**config.mk**
```make
export PLATFORM = sky130hd
export DESIGN_NAME = neuron_mac
export DESIGN_NICKNAME = d
export VERILOG_FILES = /design/src/rtl/neuron_mac.sv
export SDC_FILE = /design/constraint.sdc
export NUM_CORES = 1
export LEC_CHECK = 0
export BUFFER_PORTS_ARGS = -buffer_cell sky130_fd_sc_hd__buf_4
export CAP_MARGIN = 10
export CELL_PAD_IN_SITES_DETAIL_PLACEMENT = 0
export CELL_PAD_IN_SITES_GLOBAL_PLACEMENT = 2
export CORE_UTILIZATION = 44
export DETAILED_ROUTE_END_ITERATION = 6
export PLACE_DENSITY_LB_ADDON = 0.1
export REMOVE_ABC_BUFFERS = 1
export SETUP_SLACK_MARGIN = 0.02
export SYNTH_ARGS = -nofsm -noshare
export SYNTH_HDL_FRONTEND = slang
export SYNTH_SLANG_ARGS = --single-unit
```
**constraint.sdc**
```tcl
create_clock -name clk -period 16.75 [get_ports clk]
set_input_delay 3.35 -clock clk [delete_from_list [all_inputs] [get_ports clk]]
set_output_delay 3.35 -clock clk [all_outputs]
set_load 0.01 [all_outputs]
```
**src/rtl/neuron_mac.sv**
```systemverilog
// Per-neuron multiply-accumulate sequencer: reads weights, accumulates weight*input,
// adds bias, then saturates and presents the result. Optional ReLU on output via `RELU_EN.
module neuron_mac #(
    parameter int numWeights   = 16,
    parameter int addressWidth = 4,
    parameter int dataWidth    = 16,
    parameter int fracBits     = 8,
    parameter int accWidth     = 40
) (
    input  logic                    clk,
    input  logic                    reset,
    input  logic                    start,
    output logic                    busy,
    output logic                    weightReadEn,
    output logic [addressWidth-1:0] weightAddr,
    input  logic [dataWidth-1:0]    weightData,
    input  logic [dataWidth-1:0]    bias,
    input  logic                    inValid,
    output logic                    inReady,
    input  logic [dataWidth-1:0]    inData,
    output logic                    outValid,
    input  logic                    outReady,
    output logic [dataWidth-1:0]    outData
);

    typedef enum logic [1:0] {
        S_IDLE  = 2'd0,
        S_ACCUM = 2'd1,
        S_BIAS  = 2'd2,
        S_OUT   = 2'd3
    } state_t;

    localparam logic [addressWidth-1:0] LAST_IDX = addressWidth'(numWeights - 1);
    localparam logic [addressWidth-1:0] ONE_IDX  = addressWidth'(1);
    localparam logic signed [accWidth-1:0] SAT_MAX =
        {{(accWidth-dataWidth+1){1'b0}}, {(dataWidth-1){1'b1}}};
    localparam logic signed [accWidth-1:0] SAT_MIN =
        {{(accWidth-dataWidth+1){1'b1}}, {(dataWidth-1){1'b0}}};

    state_t                      state_q, state_d;
    logic signed [accWidth-1:0]  acc_q, acc_d;
    logic [addressWidth-1:0]     count_q, count_d;
    logic                        out_valid_q, out_valid_d;
    logic [dataWidth-1:0]        out_data_q, out_data_d;

    logic                        beat_s;
    logic signed [2*dataWidth-1:0] prod_s;
    logic signed [accWidth-1:0]  prod_ext_s;
    logic signed [accWidth-1:0]  bias_ext_s;
    logic signed [accWidth-1:0]  biased_s;
    logic signed [accWidth-1:0]  shifted_s;
    logic [dataWidth-1:0]        sat_s;
    logic [dataWidth-1:0]        result_s;

    // Full-width signed product and bias aligned to the accumulator's binary point
    assign prod_s     = $signed(inData) * $signed(weightData);
    assign prod_ext_s = {{(accWidth-2*dataWidth){prod_s[2*dataWidth-1]}}, prod_s};
    assign bias_ext_s = {{(accWidth-dataWidth-fracBits){bias[dataWidth-1]}}, bias, {fracBits{1'b0}}};
    assign biased_s   = acc_q + bias_ext_s;
    assign shifted_s  = biased_s >>> fracBits;
    assign beat_s     = inValid & inReady;

    // Clamp the rescaled sum into the output range, then optional ReLU
    always_comb begin
        if (shifted_s > SAT_MAX) begin
            sat_s = SAT_MAX[dataWidth-1:0];
        end else if (shifted_s < SAT_MIN) begin
            sat_s = SAT_MIN[dataWidth-1:0];
        end else begin
            sat_s = shifted_s[dataWidth-1:0];
        end
`ifdef RELU_EN
        if (sat_s[dataWidth-1]) begin
            result_s = {dataWidth{1'b0}};
        end else begin
            result_s = sat_s;
        end
`else
        result_s = sat_s;
`endif
    end

    // State and datapath registers, synchronous reset
    always_ff @(posedge clk) begin
        if (reset) begin
            state_q     <= S_IDLE;
            acc_q       <= '0;
            count_q     <= '0;
            out_valid_q <= 1'b0;
            out_data_q  <= '0;
        end else begin
            state_q     <= state_d;
            acc_q       <= acc_d;
            count_q     <= count_d;
            out_valid_q <= out_valid_d;
            out_data_q  <= out_data_d;
        end
    end

    // Next-state and datapath update
    always_comb begin
        state_d     = state_q;
        acc_d       = acc_q;
        count_d     = count_q;
        out_valid_d = out_valid_q;
        out_data_d  = out_data_q;
        case (state_q)
            S_IDLE: begin
                if (start) begin
                    acc_d   = '0;
                    count_d = '0;
                    state_d = S_ACCUM;
                end else begin
                    state_d = S_IDLE;
                end
            end
            S_ACCUM: begin
                if (beat_s) begin
                    acc_d = acc_q + prod_ext_s;
                    // count parks on the last index rather than wrapping
                    if (count_q == LAST_IDX) begin
                        state_d = S_BIAS;
                    end else begin
                        count_d = count_q + ONE_IDX;
                    end
                end else begin
                    state_d = S_ACCUM;
                end
            end
            S_BIAS: begin
                acc_d       = biased_s;
                out_data_d  = result_s;
                out_valid_d = 1'b1;
                state_d     = S_OUT;
            end
            S_OUT: begin
                if (out_valid_q && outReady) begin
                    out_valid_d = 1'b0;
                    state_d     = S_IDLE;
                end else begin
                    state_d = S_OUT;
                end
            end
            default: begin
                state_d = S_IDLE;
            end
        endcase
    end

    // Moore outputs decoded from the current state
    always_comb begin
        busy         = 1'b1;
        weightReadEn = 1'b0;
        weightAddr   = '0;
        inReady      = 1'b0;
        case (state_q)
            S_IDLE: begin
                busy = 1'b0;
            end
            S_ACCUM: begin
                weightReadEn = 1'b1;
                weightAddr   = count_q;
                inReady      = 1'b1;
            end
            S_BIAS, S_OUT: begin
                busy = 1'b1;
            end
            default: begin
                busy = 1'b0;
            end
        endcase
    end

    assign outValid = out_valid_q;
    assign outData  = out_data_q;

endmodule

```
Yosys cells after proc, flatten, opt, wreduce, memory -nomap -nowiden
Cells that the tools add are included.

Input bits: 53. Word-level logic and storage cells: 48. Output and inout bits: 24. Register bits: 63.

Eq/ne operators: 9. Bitwise logic cells: 1. $mul: 1. Reduce and logical (&&, ||, !) cells: 8. Order comparisons: 2. $add $sub $neg: 3. Mux-type cells: 19.

Operators by type and width (number): $pmux 40 s3 (1); $mux 40 (2); $add 40x24->40 (1); $add 40x32->40 (1); $gt 32x16->1 const B (1); $lt 32x16->1 const B (1); $mul 16x16->32 (1); $mux 16 (2); $mux 4 (4); $ne 2x2->1 const B (4); $pmux 2 s4 (1); $pmux 4 s2 (1); $mux 2 (3); $add 4x1->4 const B (1); $eq 2x2->1 const B (2); $eq 4x4->1 const B (1); $mux 1 (4); $reduce_and 4->1 (1); $reduce_bool 2->1 (2); $ne 3x3->1 const B (1); $reduce_and 3->1 (1); $reduce_bool 3->1 (1); $eq 2x1->1 const B (1); $logic_not 2->1 (1); 4 further kinds (4).

Longest topological paths before layout
Word-level depth: 5. Gate-level depth with buffers: 25. Mapped depth without buffers: 24.

Least setup slack after synthesis
OpenSTA, ideal clock, no wires.

Path type: in2reg. Start point: in inData[14]. End point: reg acc_q[28]. Buffers on the path: 1. Stages: 23. Required time: 16.614 ns. Setup time: 0.136 ns. Data arrival time: 9.346 ns. Slack: 7.268 ns. Path through: clkbuf_1 nand2_1 fa_1 inv_1 fa_1 inv_1 fa_1 inv_1 fa_1 fa_1 inv_1 fa_1 inv_1 ha_1 a21o_1 a221o_1 a221oi_1 o21ai_0 nor2b_1 a311o_1 a21o_1 xnor2_1 o221ai_1.

Word-level cells in the longest chain between the ends: 4.

Ends and longest elaborated chain: start, declared (RTL line 20) `input logic [dataWidth-1:0] inData,`; $mul 16x16->32 (RTL line 56) `assign prod_s = $signed(inData) * $signed(weightData);`; $add 40x32->40 (RTL line 119) `acc_d = acc_q + prod_ext_s;`; $mux 40 (RTL line 118) `if (beat_s) begin`; $pmux 40 s3 (RTL line 107) `case (state_q)`; end signal, assigned (RTL line 87) `acc_q <= '0;`; end signal, assigned (RTL line 93) `acc_q <= acc_d;`; end, declared (RTL line 41) `logic signed [accWidth-1:0] acc_q, acc_d;`.

No other way between the ends. The select of a mux whose other input is x is not followed. A chain may end at the register's enable or synchronous reset.

Worst setup path after layout
Start point: in weightData[15]. End point: reg acc_q[28].

Word-level cells in the longest chain between the ends: 4.

Ends and longest elaborated chain: start, declared (RTL line 16) `input logic [dataWidth-1:0] weightData,`; $mul 16x16->32 (RTL line 56); $add 40x32->40 (RTL line 119); $mux 40 (RTL line 118); $pmux 40 s3 (RTL line 107).

No other way between the ends. The select of a mux whose other input is x is not followed.

==> metrics.md <==
| Metric | Value |
|---|---|
| EDFF count, synth | `0` |
| Worst EP required | `16.96 ns` |
| Synthesis Warnings | `0` |
| Layout Skew | `0.00702 ns` |
| Tmin final | `9.80 ns` |
| All-Layer GR Usage | `0.244` |
| Crit path max fanout | `16` |
| Final Cycle Share | `0.585` |
| # Max-Cap Violations | `0` |
| Final layout net count | `2527` |
| Reg-to-Reg Start | `acc_q[15]$_SDFFE_PP0P_` |
| Wirelength, routed | `45.5 mm` |
| Routed Antenna Nets | `0` |
| Synthesized area | `0.0171 mm2` |
| WL/cell | `18.1 um` |
| First-pass GRT wire length | `74.9 mm` |
| Distinct cells, synth | `81` |
| F_max | `102 MHz` |
| Number of DRC markers in iteration 0 | `621` |
| Slew at the pin with the worst max-slew slack | `1.22 ns` |
| Post-route cell area | `0.0184 mm2` |
| Synth Register Bits | `63` |
| Post-synth top area share | `0.388` |
| CTS H-tree depth | `3` |
| Register-to-register setup slack | `10.70 ns` |
| Worst skew pair latency | `0.35 ns` |
| Critical path class | `in2reg` |
| Critical Path AT | `10.00 ns` |
| Top post-synthesis cells by area | `fa_1 39%, ha_1 11%, inv_1 9.4%` |
| Post-CTS sizing | `0` |
| Num CTS Buffers | `9` |
| Starting Density | `0.450` |
| Inserted Diodes | `0` |
| WHS Path Cells | `2` |
| Drt first pass iters | `5` |
| R2R cell count | `19` |
| Met3 Routed Length | `1.31 mm` |
| Core area | `0.0379 mm2` |
| Port buffer count | `76` |
| Fin worst setup slack | `6.95 ns` |
| Status | `complete, no violations` |
| Hold_ws | `0.489 ns` |
| Vias per inst | `5.23` |
| TNS Setup | `0 ns` |
| CP endpoint kind | `flop` |
| P&R area growth vs syn | `7.56%` |
| Grt total ovfl | `0` |
| RSZ-0062 raised after global routing | `no` |
| Row count | `71` |
| Placed instance area | `0.0181 mm2` |
| CTS root buffer | `clkbuf_16` |
| Crit start category | `primary input` |
| Min-Delay Path Class | `reg2reg` |
| Dominant cell type by area after synthesis | `fa_1` |
| Pre-CTS setup slack | `6.61 ns` |
| HP Start | `outData[15]$_SDFFE_PP0P_` |
| Antenna violations before repair | `1` |
| Ports | `77` |
| Post-CTS Setup Inserts | `0` |
| Layout cells sized above 1 | `0.0706` |
| Total die area | `0.0396 mm2` |
| Relative slew slack | `0.178` |
| Residual DRC | `0` |
| Count leader, synth | `inv_1` |
| Hold Path End | `outData[15]$_SDFFE_PP0P_` |
| Met2 wire length | `21.9 mm` |
| Sink Count | `63` |
| Via count | `13106` |
| Mean post-synth cell area | `8.70 um2` |
| Largest net degree at the start of global routing | `66` |
| # setup viols final | `0` |
| Max Root-Sink Buffers | `2` |
| Final hold violation count | `0` |
| Post-Synthesis Cells | `1960` |
| Die Wd | `199 um` |
| Die height | `199 um` |
| Metal1 wirelength | `21.6 mm` |
| Seq/Total Area, Yosys | `0.0739` |
| Clock Pin Slew Worst Setup and Hold Paths | `0.05 ns` |
| DP Wirelength | `38.8 mm` |
| Top FF cell, synth | `dfxtp_1` |
| RePlAce Congestion | `0.873` |
| CTS Hold Bufs | `0` |
| DR top layer | `met5` |
| Max Slew Vio Count | `0` |
| Vias in the first global route | `13527` |
| Ys async rst share | `0` |
| Post-synth top cells | `426 x inv_1, 331 x fa_1, 211 x nand2_1` |
| R2r endpoint | `acc_q[28]$_SDFFE_PP0P_` |
| TritonCTS clock tree | `yes` |
[critical path: stages]
cell and delay (ns):
buf_4 0.11, inv_1 0.54, nor2_1 0.14, fa_1 0.53, fa_1 0.43, fa_1 0.53, fa_1 0.49, fa_1 0.55
inv_1 0.07, fa_1 0.54, inv_1 0.04, ha_1 0.37, and3_1 0.20, a221o_1 0.35, a221oi_1 0.43, o21ai_0 0.19
nor2b_1 0.19, a311o_1 0.31, a21o_1 0.19, xnor2_1 0.28, o221ai_1 0.17
[layout make-up]
cell class | instances | area (um2)
clock buffer | 9 | 225
clock inverter | 7 | 55.1
fill | 3808 | 19600
inverter | 426 | 1600
multi-input combinational | 1407 | 13900
sequential | 63 | 1260
tap | 511 | 639
timing repair buffer | 84 | 631
[per-stage QoR]
stage | cells | util
final | 2507 | 0.484
after global routing | 2507 | 0.484
after CTS | 2507 | 0.484
after detailed placement | 2491 | 0.476
after global placement | 2491 | 0.476
after floorplan | 1896 | -
[cell families after synthesis]
family	after synthesis	synth area share
flops	63	0.0739
compound gates	330	0.132
buf+inv	490	0.109
xor+xnor	63	0.0323
fa+ha+maj	483	0.500
mux	4	0.00257
simple gates	527	0.150
[worst max path at each step]
| stage | startpoint | slack, ns | cells past startpoint | to |
|---|---|---|---|---|
| after floorplan | weightData[6] | 7.51 | 22 | acc_q[33]$_SDFFE_PP0P_ |
| after global placement | weightData[15] | 6.62 | 21 | acc_q[28]$_SDFFE_PP0P_ |
| after detailed placement | weightData[15] | 6.61 | 21 | acc_q[28]$_SDFFE_PP0P_ |
| after CTS | weightData[15] | 6.93 | 21 | acc_q[28]$_SDFFE_PP0P_ |
| after global routing | weightData[15] | 6.66 | 21 | acc_q[28]$_SDFFE_PP0P_ |
| final | weightData[15] | 6.95 | 21 | acc_q[28]$_SDFFE_PP0P_ |
[flip-flops by register name, indices dropped and copies added, names as in the netlist]
name	count
state_q	2
outData	16
outValid	1
count_q	4
acc_q	40
[layout by cell type (no fill, tap or decap), types with 19 or more instances in the layout]
cell and count:
and2_1 121, dfxtp_1 63, xor2_1 28, nor2_1 84
a211oi_1 23, a21oi_1 77, xnor2_1 35, buf_4 84
nand2_1 211, inv_1 426, a21o_1 30, nand3_1 19
fa_1 331, ha_1 152, o21ai_0 53, nor3_1 24
[routing by layer]
layer / global-route usage / up-vias
li1: - / 6271
met1: 0.346 / 6599
met2: 0.408 / 197
met3: 0.0254 / 37
met4: 0.0362 / 2
met5: 0 / -
Power is left out: the tool's default activity adds up to more than one toggle a clock period on the data nets, which glitch-free logic cannot reach.
